==> config.mk <==
export PLATFORM = sky130hd
export DESIGN_NAME = vpu_rect_filler
export DESIGN_NICKNAME = d
export VERILOG_FILES = /design/src/rtl/vpu_pkg.sv /design/src/rtl/vpu_span_counter.sv /design/src/rtl/vpu_rect_filler.sv
export SDC_FILE = /design/constraint.sdc
export NUM_CORES = 1
export LEC_CHECK = 0
export CAP_MARGIN = 20
export CELL_PAD_IN_SITES_DETAIL_PLACEMENT = 0
export CELL_PAD_IN_SITES_GLOBAL_PLACEMENT = 1
export CORE_MARGIN = 4
export CORE_UTILIZATION = 39
export CTS_BUF_LIST = sky130_fd_sc_hd__clkbuf_16
export CTS_CLUSTER_SIZE = 8
export DETAILED_ROUTE_END_ITERATION = 8
export HOLD_SLACK_MARGIN = 0.12
export PLACE_DENSITY_LB_ADDON = 0.15
export SYNTH_ARGS = -nofsm -noshare
export SYNTH_HDL_FRONTEND = slang
export SYNTH_SLANG_ARGS = --single-unit
==> constraint.sdc <==
create_clock -name clk -period 4 [get_ports clk]
set_input_delay 1 -clock clk [delete_from_list [all_inputs] [get_ports clk]]
set_output_delay 1 -clock clk [all_outputs]
set_load 0.05 [all_outputs]
==> src/rtl/vpu_pkg.sv <==
// Shared state encoding and default geometry for the rectangle filler.
package vpu_pkg;

  localparam int unsigned VPU_X_BITS     = 8;
  localparam int unsigned VPU_Y_BITS     = 8;
  localparam int unsigned VPU_COLOR_BITS = 4;

  typedef enum logic [1:0] {
    IDLE = 2'd0,
    FILL = 2'd1,
    DONE = 2'd2
  } vpu_state_e;

endpackage

==> src/rtl/vpu_span_counter.sv <==
// Column/row walker for a rectangle: reloads the column at each row end,
// wraps both fields independently, and flags the final pixel.
module vpu_span_counter
  import vpu_pkg::*;
#(
  parameter int unsigned X_BITS = VPU_X_BITS,
  parameter int unsigned Y_BITS = VPU_Y_BITS
) (
  input  logic              clk,
  input  logic              rst_n,
  input  logic              load,
  input  logic [X_BITS-1:0] start_x,
  input  logic [Y_BITS-1:0] start_y,
  input  logic [X_BITS-1:0] width,
  input  logic [Y_BITS-1:0] height,
  input  logic              step,
  output logic [X_BITS-1:0] col,
  output logic [Y_BITS-1:0] row,
  output logic              last
);

  logic [X_BITS-1:0] col_q, col_d;
  logic [Y_BITS-1:0] row_q, row_d;
  logic [X_BITS-1:0] x0_q, x0_d;
  logic [X_BITS-1:0] wm1_q, wm1_d;
  logic [X_BITS-1:0] xrem_q, xrem_d;
  logic [Y_BITS-1:0] yrem_q, yrem_d;

  // Remaining-count registers hold (count - 1), so zero marks the row/rect end.
  always_comb begin
    col_d  = col_q;
    row_d  = row_q;
    x0_d   = x0_q;
    wm1_d  = wm1_q;
    xrem_d = xrem_q;
    yrem_d = yrem_q;
    if (load) begin
      col_d  = start_x;
      row_d  = start_y;
      x0_d   = start_x;
      wm1_d  = width - X_BITS'(1);
      xrem_d = width - X_BITS'(1);
      yrem_d = height - Y_BITS'(1);
    end else if (step) begin
      if (xrem_q == '0) begin
        col_d  = x0_q;
        row_d  = row_q + Y_BITS'(1);
        xrem_d = wm1_q;
        yrem_d = yrem_q - Y_BITS'(1);
      end else begin
        col_d  = col_q + X_BITS'(1);
        xrem_d = xrem_q - X_BITS'(1);
      end
    end
  end

  always_ff @(posedge clk or negedge rst_n) begin
    if (!rst_n) begin
      col_q  <= '0;
      row_q  <= '0;
      x0_q   <= '0;
      wm1_q  <= '0;
      xrem_q <= '0;
      yrem_q <= '0;
    end else begin
      col_q  <= col_d;
      row_q  <= row_d;
      x0_q   <= x0_d;
      wm1_q  <= wm1_d;
      xrem_q <= xrem_d;
      yrem_q <= yrem_d;
    end
  end

  assign col  = col_q;
  assign row  = row_q;
  assign last = (xrem_q == '0) && (yrem_q == '0);

endmodule

==> src/rtl/vpu_rect_filler.sv <==
// Rectangle fill engine emitting one frame-buffer write per handshake.
// Optional checkerboard fill is enabled by defining VPU_FILL_PATTERN_EN.
module vpu_rect_filler
  import vpu_pkg::*;
#(
  parameter int unsigned X_BITS     = VPU_X_BITS,
  parameter int unsigned Y_BITS     = VPU_Y_BITS,
  parameter int unsigned COLOR_BITS = VPU_COLOR_BITS
) (
  input  logic                     clk,
  input  logic                     reset,
  input  logic                     cmd_valid,
  output logic                     cmd_ready,
  input  logic [X_BITS-1:0]        cmd_x,
  input  logic [Y_BITS-1:0]        cmd_y,
  input  logic [X_BITS-1:0]        cmd_w,
  input  logic [Y_BITS-1:0]        cmd_h,
  input  logic [COLOR_BITS-1:0]    cmd_color,
`ifdef VPU_FILL_PATTERN_EN
  input  logic [COLOR_BITS-1:0]    cmd_color2,
  input  logic                     cmd_pattern,
`endif
  input  logic                     cmd_abort,
  output logic                     wr_valid,
  input  logic                     wr_ready,
  output logic [Y_BITS+X_BITS-1:0] wr_addr,
  output logic [COLOR_BITS-1:0]    wr_data,
  output logic                     busy,
  output logic                     done
);

  vpu_state_e state_q, state_d;
  logic [COLOR_BITS-1:0] color_q, color_d;
`ifdef VPU_FILL_PATTERN_EN
  logic [COLOR_BITS-1:0] color2_q, color2_d;
  logic                  pattern_q, pattern_d;
`endif

  logic              load;
  logic              step;
  logic              last;
  logic [X_BITS-1:0] col;
  logic [Y_BITS-1:0] row;

  vpu_span_counter #(
    .X_BITS (X_BITS),
    .Y_BITS (Y_BITS)
  ) u_span (
    .clk     (clk),
    .rst_n   (reset),
    .load    (load),
    .start_x (cmd_x),
    .start_y (cmd_y),
    .width   (cmd_w),
    .height  (cmd_h),
    .step    (step),
    .col     (col),
    .row     (row),
    .last    (last)
  );

  always_comb begin
    state_d   = state_q;
    color_d   = color_q;
`ifdef VPU_FILL_PATTERN_EN
    color2_d  = color2_q;
    pattern_d = pattern_q;
`endif
    load      = 1'b0;
    step      = 1'b0;
    case (state_q)
      IDLE: begin
        if (cmd_valid) begin
          load    = 1'b1;
          color_d = cmd_color;
`ifdef VPU_FILL_PATTERN_EN
          color2_d  = cmd_color2;
          pattern_d = cmd_pattern;
`endif
          state_d = ((cmd_w == '0) || (cmd_h == '0)) ? DONE : FILL;
        end
      end
      FILL: begin
        // A handshake coinciding with abort still advances and counts as written.
        step = wr_ready;
        if (cmd_abort || (wr_ready && last)) state_d = DONE;
      end
      DONE:    state_d = IDLE;
      default: state_d = IDLE;
    endcase
  end

  always_ff @(posedge clk or negedge reset) begin
    if (!reset) begin
      state_q   <= IDLE;
      color_q   <= '0;
`ifdef VPU_FILL_PATTERN_EN
      color2_q  <= '0;
      pattern_q <= 1'b0;
`endif
    end else begin
      state_q   <= state_d;
      color_q   <= color_d;
`ifdef VPU_FILL_PATTERN_EN
      color2_q  <= color2_d;
      pattern_q <= pattern_d;
`endif
    end
  end

  assign cmd_ready = (state_q == IDLE);
  assign wr_valid  = (state_q == FILL);
  assign busy      = (state_q == FILL);
  assign done      = (state_q == DONE);
  assign wr_addr   = {row, col};

  always_comb begin
`ifdef VPU_FILL_PATTERN_EN
    wr_data = (pattern_q && (col[0] ^ row[0])) ? color2_q : color_q;
`else
    wr_data = color_q;
`endif
  end

endmodule

==> results of run 1 <==
==> cell families (layout without fill, tap and decap cells) <==
kind of cell	count (synthesis)	in the layout	share of synthesized area, %
buf+inv	32	89	4.23
compound gates	105	105	22.2
fa+ha+maj	7	7	2.64
flops	54	54	40.8
mux	9	9	2.87
simple gates	165	165	24.9
xor+xnor	9	9	2.38
==> state kept, by name, indices dropped and copies added (netlist names) <==
signal	cells
u_span.xrem_q	8
u_span.row	8
u_span.x0_q	8
u_span.wm1_q	8
wr_data	4
state_q	2
u_span.yrem_q	8
u_span.col	8
==> metal layers <==
metal | wire length, um | global-route usage [%]
met4 | 108 | 5.08
met5 | 0 | 0
met3 | 366 | 2.99
met1 | 4490 | 27.2
met2 | 4110 | 29.3
==> power groups by stage <==
stage / sequential (uW) / clock (uW) / combinational (uW)
after global routing: 1180 / 452 / 2150
after floorplan: 1370 / 0 / 1120
final: 1120 / 422 / 1970
after global placement: 1120 / 0 / 1950
after CTS: 1120 / 436 / 1980
after detailed placement: 1130 / 0 / 1970
==> area by class of cell <==
cell class | count | share of cell area [%]
Clock buffer | 5 | 3.00
Clock inverter | 3 | 0.270
Inverter | 9 | 0.809
Multi-Input combinational cell | 295 | 43.8
Sequential cell | 54 | 32.4
Tap cell | 105 | 3.15
Timing Repair Buffer | 72 | 16.7
==> worst min path at each step <==
stage                            endpoint  slack, ns
after global routing       u_span.x0_q[7]       0.50
after CTS                  u_span.x0_q[7]       0.47
final                     u_span.wm1_q[5]       0.47
after floorplan            u_span.x0_q[7]       0.44
after global placement    u_span.wm1_q[5]       0.45
after detailed placement   u_span.x0_q[7]       0.46
==> per-stage QoR <==
| stage | utilization (%) | std cells | total power [uW] | setup slack [ns] | cell area (um2) |
|---|---|---|---|---|---|
| final | 50.6 | 543 | 3510 | 0.536 | 4180 |
| after global routing | 50.6 | 543 | 3780 | 0.378 | 4180 |
| after CTS | 50.6 | 543 | 3530 | 0.540 | 4180 |
| after detailed placement | 48.9 | 535 | 3100 | 0.244 | 4040 |
| after global placement | 48.9 | 535 | 3080 | 0.289 | 4040 |
| after floorplan | - | 381 | 2490 | 0.580 | 3310 |
==> cell usage after synthesis (all sizes together), types with 3 or more instances <==
cell	instances	area, um2
a2bb2oi	7	61.3
xnor2	3	26.3
nand4	3	18.8
nor4	4	37.5
nand3	14	70.1
o21a	7	52.6
nor2	29	111
o211ai	9	67.6
or4	6	48.8
and4	3	26.3
xor2	6	52.6
a211o	3	26.3
a21oi	13	65.1
inv	9	33.8
clkbuf	18	67.6
a211oi	7	52.6
nor3	20	100
buf	5	38.8
nor2b	3	18.8
nor4b	3	26.3
nor3b	3	27.5
and3	3	18.8
dfrtp	54	1350
nand2	63	236
o21ai	24	120
ha	7	87.6
mux2i	5	50.1
o31ai	4	30.0
or3b	3	26.3
o22ai	4	25.0
mux2	4	45.0
a31oi	6	37.5
==> worst max-delay path, cell delays in order <==
cell	delay, ns
clkdlybuf4s50_1	0.51
or3b_2	0.53
mux2i_1	0.22
ha_1	0.20
or4b_2	0.62
o41ai_2	0.23
a21oi_1	0.10
a311oi_1	0.26
==> impl_metrics.tcl, run 1 <==
set metrics [dict create \
    post_drt_via_cell_ratio 5.67 \
    worstSetupEndpointType "flop" \
    drt_first_pass_iters 6 \
    worstSetupStartpointType "input pin" \
    peak_supply_drop_mv 0.303 \
    nFillCells 837 \
    timing.hold.worst.class "flop to flop" \
    multi_input_logic_area_mm2 0.00183 \
    synth_ff_type "dfrtp_1" \
    ys_seq_area_share_pct 40.8 \
    grt_start_max_net_pins 46 \
    final_antenna_net_count 0 \
    drc 0 \
    via_count 3081 \
    timing.slew.headroom_pct 46.6 \
    critPathLaunch "cmd_valid" \
    critPathKind "input pin to flop" \
    internal_power_uw 1800 \
    globalRouteTotalUtil_pct 18.8 \
    min_period_ns 3.46 \
    mappedNetlistArea_mm2 0.00331 \
    register_bit_count_reported_by_yosys 54 \
    tritoncts.num_buffers 5 \
    placed_wire_length_estimate_um 6390 \
    final_cell_mix "nand2_1, clkdlybuf4s50_1, dfrtp_1" \
    cell_count_of_the_worst_hold_path 2 \
    max-clock-path-buffers 2 \
    critical_path.reg2reg.startpoint "u_span.xrem_q[0]" \
    cellPowerDensity_mw_per_mm2 841 \
    max_slew.worst_pin.slew_ns 0.800 \
    setup_total_negative_slack_ns 0 \
    row_cnt 33 \
    routabilityCongestion 0.837 \
    p_sw_uw 1710 \
    sw_frac_of_total_pct 48.7 \
    clock_transition_at_the_register_clock_pins_on_the_worst_setup_and_hold_paths_after_cts_ns 0.07 \
    fp.dieW_um 100 \
    ys_types 61 \
    clkPwrFrac_pct 12.0 \
    antenna_found_initial 0 \
    synthesis.nets 429 \
    avgSynthCellArea_um2 8.69 \
    htree_num_levels 2 \
    min-delay-start "u_span.wm1_q[5]" \
    max_cap_violations 0 \
    clock_tree.root_cell "clkbuf_16" \
    start_util_pct 40.1 \
    cts_repair_resize_count 0 \
    num_antenna_cells 0 \
    ctsHoldBuffers 0 \
    overflow 0 \
    fraction_of_power_consumed_by_sequential_logic_pct 32.0 \
    outcome "completed" \
    skew_ns 0.00389 \
    timing_hold_violations_final 0 \
    total_nets_final 485 \
    detail_route.wirelength_um 9070 \
    postCtsSetupBuffers 0 \
    first_pass_grt_wire_length_um 15200 \
    area_growth_syn_to_layout_pct 26.1 \
    timing.reg2reg.setup_slack_ns 1.09 \
    die-height_um 100 \
    synth-async-reset-ratio_pct 100 \
    cts.sinks 54 \
    first_global_vias 2971 \
    reg2reg_depth 6 \
    unrepaired_setup_endpoints_after_global_routing "no" \
    r2r-end "u_span.yrem_q[2]" \
    tritoncts "done" \
    ios 65 \
    synth_cells 381 \
    p_leak_uw 0.00167 \
    setup_viol 0 \
    critical_path_required_ns 4.20 \
    fmaxAchievable_ghz 0.289 \
    crit_arrival_ns 3.66 \
    synthesis.yosys.warnings 0 \
    finalMaxSlewViolations 0 \
    core_region_area_mm2 0.00826 \
    drtIter0Drc 130 \
    synth-edff-count 0 \
    timing.final.crit_share_pct 86.6 \
    die-area_mm2 0.0100 \
    critPathMaxFanout 4 \
    finalHoldWorstSlack_ns 0.474 \
    sequential_cell_area_mm2 0.00135 \
    cp-endpoint "u_span.yrem_q[6]" \
    layout-drive-gt1-share_pct 6.85 \
    avgRoutedWirePerCell_um 16.7 \
    power.share.combinational_pct 56.0 \
    clock_latency_ns 0.29 \
    port_buffers 64 \
]
Power figures use the tool's default switching activity.
==> run 2: changes to the inputs <==
Settings changed: CTS_CLUSTER_DIAMETER set to 40, SLEW_MARGIN set to 10.
==> results of run 2 <==
No change in the layout: final DEF, timing and power equal those of run 1.
